[src/rtl/axi4_mmio_router.sv]
// 1-to-NUM_PORTS AXI4 MMIO address router with per-direction outstanding tracking,
// AW-ordered W steering and an internal DECERR slave for unmapped addresses.
//   state    | meaning
//   W_IDLE   | ERR write slave free
//   W_DRAIN  | discarding W beats of an unmapped write
//   W_RESP   | presenting DECERR B response
//   R_IDLE   | ERR read slave free
//   R_DATA   | returning DECERR R beats
module axi4_mmio_router #(
  parameter int NUM_PORTS       = 2,
  parameter int ADDR_W          = 32,
  parameter int DATA_W          = 64,
  parameter int ID_W            = 5,
  parameter int MAX_OUTSTANDING = 4,
  parameter logic [NUM_PORTS*ADDR_W-1:0] BASE = {32'h6010_0000, 32'h6000_0000},
  parameter logic [NUM_PORTS*ADDR_W-1:0] MASK = {32'hFFF0_0000, 32'hFFF0_0000}
) (
  input  logic                          clk,
  input  logic                          reset_n,
  input  logic                          S_AXI_awvalid,
  output logic                          S_AXI_awready,
  input  logic [ID_W-1:0]               S_AXI_awid,
  input  logic [ADDR_W-1:0]             S_AXI_awaddr,
  input  logic [7:0]                    S_AXI_awlen,
  input  logic [2:0]                    S_AXI_awsize,
  input  logic [1:0]                    S_AXI_awburst,
  input  logic                          S_AXI_awlock,
  input  logic [3:0]                    S_AXI_awcache,
  input  logic [2:0]                    S_AXI_awprot,
  input  logic [3:0]                    S_AXI_awqos,
  input  logic                          S_AXI_wvalid,
  output logic                          S_AXI_wready,
  input  logic [DATA_W-1:0]             S_AXI_wdata,
  input  logic [DATA_W/8-1:0]           S_AXI_wstrb,
  input  logic                          S_AXI_wlast,
  output logic                          S_AXI_bvalid,
  input  logic                          S_AXI_bready,
  output logic [ID_W-1:0]               S_AXI_bid,
  output logic [1:0]                    S_AXI_bresp,
  input  logic                          S_AXI_arvalid,
  output logic                          S_AXI_arready,
  input  logic [ID_W-1:0]               S_AXI_arid,
  input  logic [ADDR_W-1:0]             S_AXI_araddr,
  input  logic [7:0]                    S_AXI_arlen,
  input  logic [2:0]                    S_AXI_arsize,
  input  logic [1:0]                    S_AXI_arburst,
  input  logic                          S_AXI_arlock,
  input  logic [3:0]                    S_AXI_arcache,
  input  logic [2:0]                    S_AXI_arprot,
  input  logic [3:0]                    S_AXI_arqos,
  output logic                          S_AXI_rvalid,
  input  logic                          S_AXI_rready,
  output logic [ID_W-1:0]               S_AXI_rid,
  output logic [DATA_W-1:0]             S_AXI_rdata,
  output logic [1:0]                    S_AXI_rresp,
  output logic                          S_AXI_rlast,
  output logic [NUM_PORTS-1:0]          M_AXI_awvalid,
  input  logic [NUM_PORTS-1:0]          M_AXI_awready,
  output logic [NUM_PORTS*ID_W-1:0]     M_AXI_awid,
  output logic [NUM_PORTS*ADDR_W-1:0]   M_AXI_awaddr,
  output logic [NUM_PORTS*8-1:0]        M_AXI_awlen,
  output logic [NUM_PORTS*3-1:0]        M_AXI_awsize,
  output logic [NUM_PORTS*2-1:0]        M_AXI_awburst,
  output logic [NUM_PORTS-1:0]          M_AXI_awlock,
  output logic [NUM_PORTS*4-1:0]        M_AXI_awcache,
  output logic [NUM_PORTS*3-1:0]        M_AXI_awprot,
  output logic [NUM_PORTS*4-1:0]        M_AXI_awqos,
  output logic [NUM_PORTS-1:0]          M_AXI_wvalid,
  input  logic [NUM_PORTS-1:0]          M_AXI_wready,
  output logic [NUM_PORTS*DATA_W-1:0]   M_AXI_wdata,
  output logic [NUM_PORTS*DATA_W/8-1:0] M_AXI_wstrb,
  output logic [NUM_PORTS-1:0]          M_AXI_wlast,
  input  logic [NUM_PORTS-1:0]          M_AXI_bvalid,
  output logic [NUM_PORTS-1:0]          M_AXI_bready,
  input  logic [NUM_PORTS*ID_W-1:0]     M_AXI_bid,
  input  logic [NUM_PORTS*2-1:0]        M_AXI_bresp,
  output logic [NUM_PORTS-1:0]          M_AXI_arvalid,
  input  logic [NUM_PORTS-1:0]          M_AXI_arready,
  output logic [NUM_PORTS*ID_W-1:0]     M_AXI_arid,
  output logic [NUM_PORTS*ADDR_W-1:0]   M_AXI_araddr,
  output logic [NUM_PORTS*8-1:0]        M_AXI_arlen,
  output logic [NUM_PORTS*3-1:0]        M_AXI_arsize,
  output logic [NUM_PORTS*2-1:0]        M_AXI_arburst,
  output logic [NUM_PORTS-1:0]          M_AXI_arlock,
  output logic [NUM_PORTS*4-1:0]        M_AXI_arcache,
  output logic [NUM_PORTS*3-1:0]        M_AXI_arprot,
  output logic [NUM_PORTS*4-1:0]        M_AXI_arqos,
  input  logic [NUM_PORTS-1:0]          M_AXI_rvalid,
  output logic [NUM_PORTS-1:0]          M_AXI_rready,
  input  logic [NUM_PORTS*ID_W-1:0]     M_AXI_rid,
  input  logic [NUM_PORTS*DATA_W-1:0]   M_AXI_rdata,
  input  logic [NUM_PORTS*2-1:0]        M_AXI_rresp,
  input  logic [NUM_PORTS-1:0]          M_AXI_rlast
);
  localparam int TW = $clog2(NUM_PORTS + 1);
  localparam int CW = $clog2(MAX_OUTSTANDING + 1);
  localparam int PW = (MAX_OUTSTANDING > 1) ? $clog2(MAX_OUTSTANDING) : 1;
  localparam logic [TW-1:0] ERR  = TW'(NUM_PORTS);
  localparam logic [CW-1:0] MAXC = CW'(MAX_OUTSTANDING);

  typedef enum logic [1:0] {W_IDLE, W_DRAIN, W_RESP} werr_e;
  typedef enum logic       {R_IDLE, R_DATA}          rerr_e;

  logic [TW-1:0]   aw_sel, ar_sel, wr_tgt_q, rd_tgt_q, w_head;
  logic [CW-1:0]   wr_cnt_q, wr_cnt_d, rd_cnt_q, rd_cnt_d, fifo_cnt_q, fifo_cnt_d;
  logic [TW-1:0]   fifo_q [MAX_OUTSTANDING];
  logic [PW-1:0]   wptr_q, rptr_q;
  werr_e           werr_q;
  rerr_e           rerr_q;
  logic [ID_W-1:0] werr_id_q, rerr_id_q;
  logic [7:0]      rerr_beats_q;
  logic            aw_ok, ar_ok, aw_hs, ar_hs, w_hs, w_pop, b_hs, r_done;

  // Lowest index wins on overlapping windows; no hit selects ERR.
  function automatic logic [TW-1:0] decode(input logic [ADDR_W-1:0] a);
    logic [TW-1:0] t;
    t = ERR;
    for (int i = NUM_PORTS - 1; i >= 0; i--)
      if ((a & MASK[i*ADDR_W +: ADDR_W]) == BASE[i*ADDR_W +: ADDR_W]) t = TW'(i);
    return t;
  endfunction

  function automatic logic [PW-1:0] ptr_inc(input logic [PW-1:0] p);
    return (p == PW'(MAX_OUTSTANDING - 1)) ? '0 : p + 1'b1;
  endfunction

  assign aw_sel = decode(S_AXI_awaddr);
  assign ar_sel = decode(S_AXI_araddr);
  // Holding a single target while anything is outstanding keeps responses in order.
  assign aw_ok  = (wr_cnt_q < MAXC) && (wr_cnt_q == '0 || aw_sel == wr_tgt_q) &&
                  (aw_sel != ERR || werr_q == W_IDLE);
  assign ar_ok  = (rd_cnt_q < MAXC) && (rd_cnt_q == '0 || ar_sel == rd_tgt_q) &&
                  (ar_sel != ERR || rerr_q == R_IDLE);
  assign w_head = fifo_q[rptr_q];

  assign aw_hs  = S_AXI_awvalid & S_AXI_awready;
  assign ar_hs  = S_AXI_arvalid & S_AXI_arready;
  assign w_hs   = S_AXI_wvalid & S_AXI_wready;
  assign w_pop  = w_hs & S_AXI_wlast;
  assign b_hs   = S_AXI_bvalid & S_AXI_bready;
  assign r_done = S_AXI_rvalid & S_AXI_rready & S_AXI_rlast;

  assign wr_cnt_d   = wr_cnt_q + CW'(aw_hs) - CW'(b_hs);
  assign rd_cnt_d   = rd_cnt_q + CW'(ar_hs) - CW'(r_done);
  assign fifo_cnt_d = fifo_cnt_q + CW'(aw_hs) - CW'(w_pop);

  assign M_AXI_awid    = {NUM_PORTS{S_AXI_awid}};
  assign M_AXI_awaddr  = {NUM_PORTS{S_AXI_awaddr}};
  assign M_AXI_awlen   = {NUM_PORTS{S_AXI_awlen}};
  assign M_AXI_awsize  = {NUM_PORTS{S_AXI_awsize}};
  assign M_AXI_awburst = {NUM_PORTS{S_AXI_awburst}};
  assign M_AXI_awlock  = {NUM_PORTS{S_AXI_awlock}};
  assign M_AXI_awcache = {NUM_PORTS{S_AXI_awcache}};
  assign M_AXI_awprot  = {NUM_PORTS{S_AXI_awprot}};
  assign M_AXI_awqos   = {NUM_PORTS{S_AXI_awqos}};
  assign M_AXI_wdata   = {NUM_PORTS{S_AXI_wdata}};
  assign M_AXI_wstrb   = {NUM_PORTS{S_AXI_wstrb}};
  assign M_AXI_wlast   = {NUM_PORTS{S_AXI_wlast}};
  assign M_AXI_arid    = {NUM_PORTS{S_AXI_arid}};
  assign M_AXI_araddr  = {NUM_PORTS{S_AXI_araddr}};
  assign M_AXI_arlen   = {NUM_PORTS{S_AXI_arlen}};
  assign M_AXI_arsize  = {NUM_PORTS{S_AXI_arsize}};
  assign M_AXI_arburst = {NUM_PORTS{S_AXI_arburst}};
  assign M_AXI_arlock  = {NUM_PORTS{S_AXI_arlock}};
  assign M_AXI_arcache = {NUM_PORTS{S_AXI_arcache}};
  assign M_AXI_arprot  = {NUM_PORTS{S_AXI_arprot}};
  assign M_AXI_arqos   = {NUM_PORTS{S_AXI_arqos}};

  always_comb begin
    M_AXI_awvalid = '0;
    M_AXI_arvalid = '0;
    M_AXI_wvalid  = '0;
    M_AXI_bready  = '0;
    M_AXI_rready  = '0;
    S_AXI_awready = (aw_sel == ERR) & S_AXI_awvalid & aw_ok;
    S_AXI_arready = (ar_sel == ERR) & S_AXI_arvalid & ar_ok;
    S_AXI_wready  = (fifo_cnt_q != '0) && (w_head == ERR) && (werr_q == W_DRAIN);
    S_AXI_bvalid  = (wr_cnt_q != '0) && (wr_tgt_q == ERR) && (werr_q == W_RESP);
    S_AXI_bid     = werr_id_q;
    S_AXI_bresp   = 2'b11;
    S_AXI_rvalid  = (rd_cnt_q != '0) && (rd_tgt_q == ERR) && (rerr_q == R_DATA);
    S_AXI_rid     = rerr_id_q;
    S_AXI_rdata   = '0;
    S_AXI_rresp   = 2'b11;
    S_AXI_rlast   = (rerr_beats_q == 8'd0);
    for (int i = 0; i < NUM_PORTS; i++) begin
      if (aw_sel == TW'(i)) begin
        M_AXI_awvalid[i] = S_AXI_awvalid & aw_ok;
        S_AXI_awready    = S_AXI_awvalid & aw_ok & M_AXI_awready[i];
      end
      if (ar_sel == TW'(i)) begin
        M_AXI_arvalid[i] = S_AXI_arvalid & ar_ok;
        S_AXI_arready    = S_AXI_arvalid & ar_ok & M_AXI_arready[i];
      end
      if (fifo_cnt_q != '0 && w_head == TW'(i)) begin
        M_AXI_wvalid[i] = S_AXI_wvalid;
        S_AXI_wready    = M_AXI_wready[i];
      end
      if (wr_cnt_q != '0 && wr_tgt_q == TW'(i)) begin
        M_AXI_bready[i] = S_AXI_bready;
        S_AXI_bvalid    = M_AXI_bvalid[i];
        S_AXI_bid       = M_AXI_bid[i*ID_W +: ID_W];
        S_AXI_bresp     = M_AXI_bresp[i*2 +: 2];
      end
      if (rd_cnt_q != '0 && rd_tgt_q == TW'(i)) begin
        M_AXI_rready[i] = S_AXI_rready;
        S_AXI_rvalid    = M_AXI_rvalid[i];
        S_AXI_rid       = M_AXI_rid[i*ID_W +: ID_W];
        S_AXI_rdata     = M_AXI_rdata[i*DATA_W +: DATA_W];
        S_AXI_rresp     = M_AXI_rresp[i*2 +: 2];
        S_AXI_rlast     = M_AXI_rlast[i];
      end
    end
  end

  always_ff @(posedge clk or negedge reset_n) begin
    if (!reset_n) begin
      wr_cnt_q     <= '0;
      rd_cnt_q     <= '0;
      fifo_cnt_q   <= '0;
      wr_tgt_q     <= '0;
      rd_tgt_q     <= '0;
      wptr_q       <= '0;
      rptr_q       <= '0;
      for (int i = 0; i < MAX_OUTSTANDING; i++) fifo_q[i] <= '0;
      werr_q       <= W_IDLE;
      rerr_q       <= R_IDLE;
      werr_id_q    <= '0;
      rerr_id_q    <= '0;
      rerr_beats_q <= '0;
    end else begin
      wr_cnt_q   <= wr_cnt_d;
      rd_cnt_q   <= rd_cnt_d;
      fifo_cnt_q <= fifo_cnt_d;
      if (aw_hs) begin
        fifo_q[wptr_q] <= aw_sel;
        wptr_q         <= ptr_inc(wptr_q);
        wr_tgt_q       <= aw_sel;
      end
      if (w_pop) rptr_q <= ptr_inc(rptr_q);
      if (ar_hs) rd_tgt_q <= ar_sel;
      case (werr_q)
        W_IDLE:  if (aw_hs && aw_sel == ERR) begin
                   werr_q    <= W_DRAIN;
                   werr_id_q <= S_AXI_awid;
                 end
        W_DRAIN: if (w_pop && w_head == ERR) werr_q <= W_RESP;
        W_RESP:  if (b_hs) werr_q <= W_IDLE;
        default: werr_q <= W_IDLE;
      endcase
      case (rerr_q)
        R_IDLE: if (ar_hs && ar_sel == ERR) begin
                  rerr_q       <= R_DATA;
                  rerr_id_q    <= S_AXI_arid;
                  rerr_beats_q <= S_AXI_arlen;
                end
        R_DATA: if (S_AXI_rvalid && S_AXI_rready) begin
                  if (rerr_beats_q == 8'd0) rerr_q <= R_IDLE;
                  else rerr_beats_q <= rerr_beats_q - 8'd1;
                end
        default: rerr_q <= R_IDLE;
      endcase
    end
  end
endmodule

[config.mk]
export PLATFORM = sky130hd
export DESIGN_NAME = axi4_mmio_router
export DESIGN_NICKNAME = d
export VERILOG_FILES = /design/src/rtl/axi4_mmio_router.sv
export SDC_FILE = /design/constraint.sdc
export NUM_CORES = 1
export LEC_CHECK = 0
export ABC_AREA = 1
export CORE_AREA = 2 2 334 336
export DETAILED_ROUTE_END_ITERATION = 10
export DIE_AREA = 0 0 336 338
export PLACE_DENSITY = 0.3
export SLEW_MARGIN = 15
export SYNTH_ARGS = -nofsm -noshare
export SYNTH_HDL_FRONTEND = slang
export SYNTH_SLANG_ARGS = --single-unit
[constraint.sdc]
create_clock -name clk -period 3.7 [get_ports clk]
set_input_delay 0.555 -clock clk [delete_from_list [all_inputs] [get_ports clk]]
set_output_delay 0.555 -clock clk [all_outputs]
set_load 0.02 [all_outputs]
==> flow_summary.yaml, run 1 <==
grt:
  grt_max_degree: 38
  grt_pass1_wl_um: 63180
  grt_pass1_vias: 6291
  antenna_found_initial: 5
  track_usage_pct: 8.430
  grt_overflow: 0
synthesis:
  seq_area_frac_synth_pct: 16.92
  avgSynthCellArea_um2: 7.436
  ys_types: 42
  synthCells: 915
  yosysWarnings: 0
  syn_area_um2: 6804
  synth_seq_cells: 46
  synth_nets: 1303
worst_setup_path:
  critPathCaptureType: "output pin"
  cpPeakStageDelay_ns: 0.65
  path_cells: "clkdlybuf4s50_1 > nor2_1 > nand2_1 > nor2_4 > nand2_2 > nand2_1 > nand4_2 > nand2_4 > nand2_4 > nor3_1 > clkdlybuf4s50_1"
  cp-start-kind: "primary input"
  r2r_cells: 13
  slowest_stage: "clkdlybuf4s50_1"
  path_class: "primary input to output pin"
  cp_max_fo: 6
  arrival_ns: 2.86
  crit_required_ns: 3.14
route:
  drtIter0Drc: 192
  antenna_left: 0
  wl_um: 50520
  via_count: 5892
  vias_per_cell: 2.434
  first_pass_iters: 5
  drc_errors: 0
  post_drt_wl_per_cell_um: 20.87
sta:
  rsz0062_at_grt: "no"
  fmax_ghz: 0.2931
  fin_crit_ns: 3.411
  fin_crit_sh_pct: 92.20
  setup_viol: 0
  worst_slew_pin_slew_ns: 1.062
  final-hold-violation-count: 0
  maxSlewHeadroom_pct: 29.19
  fin_skew_ns: 0.01651
  setup_tns_ns: 0
  finalMaxSlewViolations: 0
  setup_ws_ns: 0.2886
min_path:
  hold_class: "primary input to async pin"
clocking:
  cts_hold_buf: 0
  cts_buffers: 5
  cts_tree: "yes"
  cts_max_level: 2
  clock_latency_ns: 0.33
  ctsResizeCount: 0
  clockRootBuffer: "clkbuf_16"
  post_cts_buffers: 0
  path_clk_slew_ns: 0.08
  clkSinkCount: 46
  clock_path_buffers: 2
die:
  rows: 122
  start_util_pct: 6.182
  core_area_um2: 110100
  fp.dieH_um: 338
  die_w_um: 336
  io_pins: 860
  die_area_um2: 113600
placement:
  dp_hpwl_um: 44830
  port_buffers: 397
  placed_cells: 2410
  gp_congestion: 0.7441
  post-place-ws_ns: 0.1252
final_layout:
  final_layout_size_suffix_gt1_share_pct: 12.37
  final_core_util_pct: 9.232
  n_fill_cell: 12870
  layout_common_cells: "clkdlybuf4s50_1, nand2_1, inv_1, a22o_1, nor2_1"
  layout_commonest_cell: "clkdlybuf4s50_1"
  area_delta_synth_final_pct: 49.34
  nets: 1317
  instances_no_fill: 2421
run_status:
  status: "finished clean"
run:
  max_cap_viol_count: 0
pwr:
  clock_power_share_pct: 11.3
  p_comb_share_pct: 70.8
  seq_power_share_pct: 17.9
  p_leak_nw: 3.800
  sw_frac_of_total_pct: 49.60
  powerDensity_nw_per_um2: 497.9
  intPower_mw: 2.550
  p_total_mw: 5.059
  p_sw_mw: 2.509
  vdd_drop_max_uv: 232.5
[power by group through the flow]
stage | registers [mW] | logic (mW) | clock network [mW]
after floorplan | 0.841 | 2.22 | 0
after global placement | 0.912 | 3.72 | 0
after detailed placement | 0.917 | 3.73 | 0
after CTS | 0.908 | 3.77 | 0.622
after global routing | 0.940 | 3.96 | 0.628
final | 0.903 | 3.58 | 0.573
[worst max-delay path: cells and delay by family]
family | cells | cell delay [ns]
buf+inv | 2 | 1.09
simple gates | 9 | 1.18
[routing by layer]
metal  track usage, %  routed length [um]  vias to the layer above
li1                 -                   -                     2595
met1            9.365               19640                     2620
met2            12.92               21620                      602
met3            5.326                7378                       71
met4            3.063                1792                        4
met5           0.5106                  85                        -
[through the flow]
step | hold WS [ns] | cell area [um2]
CTS | 0.4408 | 10150
global route | 0.4790 | 10150
floorplan | 0.2594 | 6804
finish | 0.4207 | 10160
detailed placement | 0.4661 | 9978
global placement | 0.4612 | 9978
[cells by family after synthesis]
group,synth area share [%]
and+or+nand+nor,16.02
xor gates and xnor gates,0.9011
buffers and inverters,48.55
adders and majority gates,3.273
AOI/OAI and AO/OA,14.34
DFF,16.92
[Yosys cell counts]
cell      number  area, um2
buf_4        394       2958
nand2_1      115      431.7
a22o_1        64      560.5
inv_1         64      240.2
nor2_1        47      176.4
dfrtp_1       46       1151
nand3_1       26      130.1
a21oi_1       22      110.1
o21ai_0       19      95.09
clkbuf_1      14      52.55
ha_1          13      162.7
nand4_1        9      56.30
nor3_1         9      45.04
o21ai_1        9      45.04
inv_2          7      26.28
o21ai_2        6      52.55
nand2_2        5      31.28
nand2_4        5      56.30
o22ai_1        5      31.28
xor2_1         4      35.03
buf_2          3      15.01
fa_1           3      60.06
nand3_2        3      30.03
xnor2_1        3      26.28
nor2_2         2      12.51
nor2_4         2      22.52
a211oi_1       1      7.510
a211oi_2       1      12.51
a22oi_1        1      7.510
a31o_2         1      8.760
and2_4         1      8.760
buf_6          1      11.26
nand4_2        1      12.51
nand4_4        1      21.27
nor2_8         1      20.02
nor3_4         1      16.27
nor4_1         1      6.260
o21ai_4        1      16.27
o22ai_4        1      20.02
o31a_1         1      8.760
or2_1          1      6.260
or2_2          1      6.260
[state kept, by name, indices dropped and copies added (netlist names), 3 cells and up]
| name | cells |
|---|---|
| rerr_id_q | 5 |
| fifo_cnt_q | 3 |
| wr_cnt_q | 3 |
| werr_id_q | 5 |
| rerr_beats_q | 8 |
| rd_cnt_q | 3 |
| fifo_q | 8 |
[layout make-up]
cell class,count,area (um2),share of cell area [%]
diodes,3,7.507,0.07388
well taps,1488,1862,18.32
multi-input cells,386,2350,23.13
repair buffers,419,4354,42.85
inverters,71,266.5,2.623
clock inverters,3,45.04,0.4433
flip-flops and latches,46,1151,11.33
clock buffers,5,125.1,1.231
[worst paths after layout]
check / start / end / slack (ns)
worst max-delay path: S_AXI_awaddr[27] / M_AXI_awvalid[0] / 0.29
worst min-delay path: reset_n / wr_cnt_q[1] / 0.42
worst max register to register: wr_cnt_q[1] / wr_cnt_q[2] / 0.79
worst min register to register: rerr_beats_q[1] / rerr_beats_q[1] / 0.49
max in group asynchronous: reset_n / rd_tgt_q[1] / 2.50
min in group clk: rerr_beats_q[1] / rerr_beats_q[1] / 0.49
No activity file was read; power rests on OpenSTA's default activity.
==> run 2, diff against run 1 <==
Clock period 3.7 ns to 3.93 ns, I/O delays scaled along.
==> flow_summary.yaml, run 2 (same netlist as run 1, synthesis figures left out) <==
run_status:
  status: "finished clean"
clocking:
  clockRootBuffer: "clkbuf_16"
  clock_latency_ns: 0.32
  ctsResizeCount: 0
  cts_hold_buf: 0
  clkSinkCount: 46
  cts_buffers: 5
  clock_path_buffers: 2
  cts_tree: "yes"
  cts_max_level: 2
  post_cts_buffers: 0
  path_clk_slew_ns: 0.08
grt:
  grt_pass1_wl_um: 62040
  grt_overflow: 0
  track_usage_pct: 8.334
  antenna_found_initial: 6
  grt_max_degree: 72
  grt_pass1_vias: 6147
final_layout:
  layout_common_cells: "clkdlybuf4s50_1, nand2_1, inv_1, a22o_1, nor2_1"
  n_fill_cell: 12850
  top_regs: "fifo_q x8, rerr_beats_q x8"
  instances_no_fill: 2412
  layout_commonest_cell: "clkdlybuf4s50_1"
  nets: 1307
  final_layout_size_suffix_gt1_share_pct: 9.130
  stdcell_area_um2: 9856
  area_delta_synth_final_pct: 44.85
worst_setup_path:
  path_class: "primary input to output pin"
  critPathCaptureType: "output pin"
  cp-start-kind: "primary input"
  crit_required_ns: 3.34
  r2r_cells: 14
  crit_end: "S_AXI_arready"
  rrSetupSlack_ns: 0.80
  arrival_ns: 3.09
  startpoint: "S_AXI_araddr[27]"
  r2r_start: "rd_cnt_q[1]"
  reg2reg_to: "rd_cnt_q[2]"
  cp_max_fo: 4
die:
  fp.dieH_um: 338
  start_util_pct: 6.182
  rows: 122
  die_w_um: 336
  io_pins: 860
  die_area_um2: 113600
  core_area_um2: 110100
sta:
  setup_tns_ns: 0
  finalMaxSlewViolations: 0
  worst_slew_pin_slew_ns: 0.9168
  setup_viol: 0
  rsz0062_at_grt: "no"
  fin_skew_ns: 0.01419
  final-hold-violation-count: 0
  fmax_ghz: 0.2721
  fin_crit_sh_pct: 93.51
  fin_crit_ns: 3.675
  maxSlewHeadroom_pct: 38.88
  setup_ws_ns: 0.2550
placement:
  post-place-ws_ns: 0.2897
  port_buffers: 397
  place_area_um2: 9681
  dp_hpwl_um: 44930
  gp_congestion: 0.7460
  placed_cells: 2400
route:
  post_drt_wl_per_cell_um: 20.96
  vias_per_cell: 2.424
  wl_um: 50550
  first_pass_iters: 4
  drtIter0Drc: 233
  drc_errors: 0
  antenna_left: 0
  via_count: 5847
pwr:
  p_leak_nw: 3.612
  powerDensity_nw_per_um2: 460.5
  p_total_mw: 4.538
  vdd_drop_max_uv: 184.9
min_path:
  hold_class: "primary input to async pin"
run:
  max_cap_viol_count: 0
==> run 2: where the power goes <==
part	total (mW)	internal, mW	switching (mW)
logic	3.16	1.26	1.90
registers	0.848	0.667	0.181
clock network	0.527	0.299	0.228
==> run 2: worst min path at each step <==
stage	startpoint	slack, ns	depth (start not counted)	end
global route	reset_n	0.46	1	rptr_q[0]
floorplan	reset_n	0.29	0	fifo_cnt_q[0]
global placement	rerr_beats_q[1]	0.46	2	rerr_beats_q[1]
CTS	reset_n	0.44	1	rptr_q[0]
detailed placement	rerr_beats_q[1]	0.46	2	rerr_beats_q[1]
finish	reset_n	0.40	1	rptr_q[0]
==> run 2: metal layers <==
metal  vias to the layer above  share of wire [%]  wire (um)  global-route usage (%)
met2                       590                 43      21590                   12.85
met1                      2600                 39      19500                   9.102
li1                       2571                  -          -                       -
met5                         -               0.35        175                   1.021
met4                         6                3.3       1672                   2.824
met3                        80                 15       7616                   5.486
==> run 2: per-stage QoR <==
| step | hold WS [ns] | utilization (%) |
|---|---|---|
| final | 0.3985 | 8.955 |
| after global routing | 0.4615 | 8.946 |
| after CTS | 0.4390 | 8.946 |
| after detailed placement | 0.4630 | 8.796 |
| after global placement | 0.4596 | 8.796 |
| after floorplan | 0.2939 | - |
==> run 2: cell type report <==
type                            count  area (um2)  area share (%)
Tap cell                         1488        1862           18.89
Sequential cell                    46        1151           11.68
Multi-Input combinational cell    386        2350           23.84
Timing Repair Buffer              409        4051           41.11
Clock buffer                        5       125.1           1.270
Clock inverter                      3       40.04          0.4062
Antenna cell                        4       10.01          0.1016
Inverter                           71       266.5           2.704
==> run 2: worst max-delay path: stages <==
cell and delay [ns]:
clkdlybuf4s50_1 0.47, nor2_1 0.27, nand2_1 0.11, inv_1 0.11
nand3_1 0.14, nand2_1 0.09, nand2_1 0.05, inv_1 0.05
nand2_1 0.04, nand2_1 0.08, nand2_1 0.08, or2_1 0.28
inv_1 0.10, clkdlybuf4s50_1 0.63
==> run 3, diff against run 2 <==
--- a/config.mk
+++ b/config.mk
@@ -7,6 +7,7 @@
 export LEC_CHECK = 0
-export ABC_AREA = 1
-export CORE_AREA = 2 2 334 336
+export ABC_AREA = 0
+export CORE_AREA = 2 2 331 333
+export CTS_BUF_LIST = sky130_fd_sc_hd__clkbuf_4
 export DETAILED_ROUTE_END_ITERATION = 10
-export DIE_AREA = 0 0 336 338
+export DIE_AREA = 0 0 333 335
 export PLACE_DENSITY = 0.3
--- a/constraint.sdc
+++ b/constraint.sdc
@@ -3,2 +3,2 @@
 set_output_delay 0.5895 -clock clk [all_outputs]
-set_load 0.02 [all_outputs]
+set_load 0.05 [all_outputs]
==> flow_summary.yaml, run 3 <==
synthesis:
  yosys-top-cells-count: "buf_4, a22o_1, dfrtp_1"
  synth_nets: 1175
  syn_area_um2: 6676
  ys_types: 68
  synthCells: 787
  synth_seq_cells: 46
  seq_area_frac_synth_pct: 17.24
  ys_top_cells_by_area: "buf_4, dfrtp_1, a22o_1"
  async_flop_share_pct: 100.0
  yosysTopAreaCell: "buf_4"
  yosysMostFrequentCell: "buf_4"
  avgSynthCellArea_um2: 8.483
  synth_edf_count: 0
  synth_top_area_share_pct: 44.64
  yosysWarnings: 0
  synth-main-ff-cell: "dfrtp_1"
grt:
  track_usage_pct: 9.803
  antenna_found_initial: 6
  grt_pass1_vias: 5998
  grt_max_degree: 57
  grt_pass1_wl_um: 69660
  grt_overflow: 0
placement:
  place_area_um2: 9457
  gp_congestion: 0.8101
  port_buffers: 397
  post-place-ws_ns: 0.2626
  dp_hpwl_um: 51800
sta:
  rsz0062_at_grt: "no"
  setup_tns_ns: 0
  fin_crit_sh_pct: 93.30
  fin_skew_ns: 0.02555
  fin_crit_ns: 3.667
  setup_viol: 0
  fmax_ghz: 0.2727
  setup_ws_ns: 0.2633
  finalMaxSlewViolations: 0
  worst_slew_pin_slew_ns: 0.8495
  whs_ns: 0.1884
  maxSlewHeadroom_pct: 43.19
  final-hold-violation-count: 0
clocking:
  cts_hold_buf: 0
  cts_buffers: 5
  path_clk_slew_ns: 0.19
  clock_path_buffers: 2
  cts_tree: "yes"
  clockRootBuffer: "clkbuf_4"
  clock_latency_ns: 0.46
  cts_max_level: 2
  clkSinkCount: 46
  post_cts_buffers: 0
worst_setup_path:
  startpoint: "rd_cnt_q[2]"
  arrival_ns: 3.08
  path_class: "flop to output pin"
  r2r_start: "rerr_beats_q[4]"
  crit_required_ns: 3.34
  cp-start-kind: "flop"
  cp_max_fo: 48
  critPathCaptureType: "output pin"
route:
  drc_errors: 0
  post_drt_wl_per_cell_um: 25.86
  via_count: 5521
  first_pass_iters: 4
  wl_um: 57150
  drtIter0Drc: 221
  vias_per_cell: 2.498
  antenna_left: 0
die:
  core_area_um2: 108100
  die_area_um2: 111600
  rows: 121
  io_pins: 860
  die_w_um: 333
  start_util_pct: 6.176
  fp.dieH_um: 335
final_layout:
  n_fill_cell: 12610
  stdcell_area_um2: 9552
  nets: 1181
  layout_common_cells: "clkdlybuf4s50_1, buf_4, a22o_1"
  final_core_util_pct: 8.836
  layout_commonest_cell: "clkdlybuf4s50_1"
  final_layout_size_suffix_gt1_share_pct: 15.62
  area_delta_synth_final_pct: 43.07
  top_regs: "fifo_q x8, rerr_beats_q x8"
pwr:
  sw_frac_of_total_pct: 56.57
  powerDensity_nw_per_um2: 465.5
  p_comb_share_pct: 73.5
  p_leak_nw: 3.415
  clock_power_share_pct: 7.7
  seq_power_share_pct: 18.7
  vdd_drop_max_uv: 281.9
  intPower_mw: 1.931
  p_sw_mw: 2.516
min_path:
  hold_class: "primary input to async pin"
run_status:
  status: "finished clean"
run:
  max_cap_viol_count: 0
==> run 3: logic make-up (layout without fill, tap and decap cells) <==
logic type	after synthesis	count (layout)	synth area share, %
AO/OA/AOI/OAI	129	129	15.11
XOR/XNOR	7	7	0.9183
adder cells (fa/ha/maj)	16	16	3.336
buffers and inverters	438	445	46.98
flip-flops	46	46	17.24
multiplexers	38	38	6.447
other	0	2	0
AND/OR/NAND/NOR	113	113	9.970
==> run 3: area by class of cell <==
class | count | area [um2] | share of cell area (%)
Clock inverter | 2 | 37.54 | 0.3930
Inverter | 21 | 78.83 | 0.8253
Multi-Input combinational cell | 303 | 2396 | 25.09
Clock buffer | 6 | 45.04 | 0.4716
Sequential cell | 46 | 1151 | 12.05
Tap cell | 1414 | 1769 | 18.52
Antenna cell | 2 | 5.005 | 0.05240
Timing Repair Buffer | 416 | 4069 | 42.60
==> run 3: per-stage QoR <==
stage	power, mW	std cells
after global routing	4.777	2209
after global placement	4.192	2200
final	4.447	2210
after detailed placement	4.213	2200
after floorplan	3.648	787
after CTS	4.599	2208
==> run 3: repair_timing <==
action	CTS	global route
endpoints found under the setup margin	0	3
hold endpoints to repair	0	0
resized for setup	0	3
==> run 3: path summary, 6_finish.rpt <==
| path | to | slack (ns) | cells past startpoint |
|---|---|---|---|
| max reg2reg | rd_cnt_q[2] | 0.72 | 11 |
| min reg2reg | fifo_q[6] | 0.52 | 1 |
| min | werr_id_q[3] | 0.19 | 1 |
| max | S_AXI_rdata[59] | 0.26 | 5 |
| min in group clk | fifo_q[6] | 0.52 | 1 |
| max in group asynchronous | fifo_cnt_q[2] | 2.94 | 2 |
==> run 3: power by group through the flow <==
| stage | logic, mW | registers [mW] | clock network, mW |
|---|---|---|---|
| final | 3.27 | 0.832 | 0.345 |
| after global placement | 3.36 | 0.836 | 0 |
| after floorplan | 2.86 | 0.792 | 0 |
| after global routing | 3.52 | 0.864 | 0.390 |
| after CTS | 3.39 | 0.833 | 0.380 |
| after detailed placement | 3.37 | 0.841 | 0 |
==> run 3: routing by layer <==
metal  share of wire (%)  routed length, um  GRT usage [%]  vias up
li1                    -                  -              -     2297
met2                  48              27180          16.71      672
met3                  18              10130          7.801       84
met1                  31              17480          8.544     2464
met4                 4.0               2301          3.697        4
met5                0.12                 68         0.3474        -
==> run 3: worst max-delay path, stage by stage (launching register included) <==
cell	delay, ns
dfrtp_1	0.44
nor3_1	0.10
nor2_1	0.16
and2_4	0.69
a22o_1	0.35
clkdlybuf4s50_1	0.84
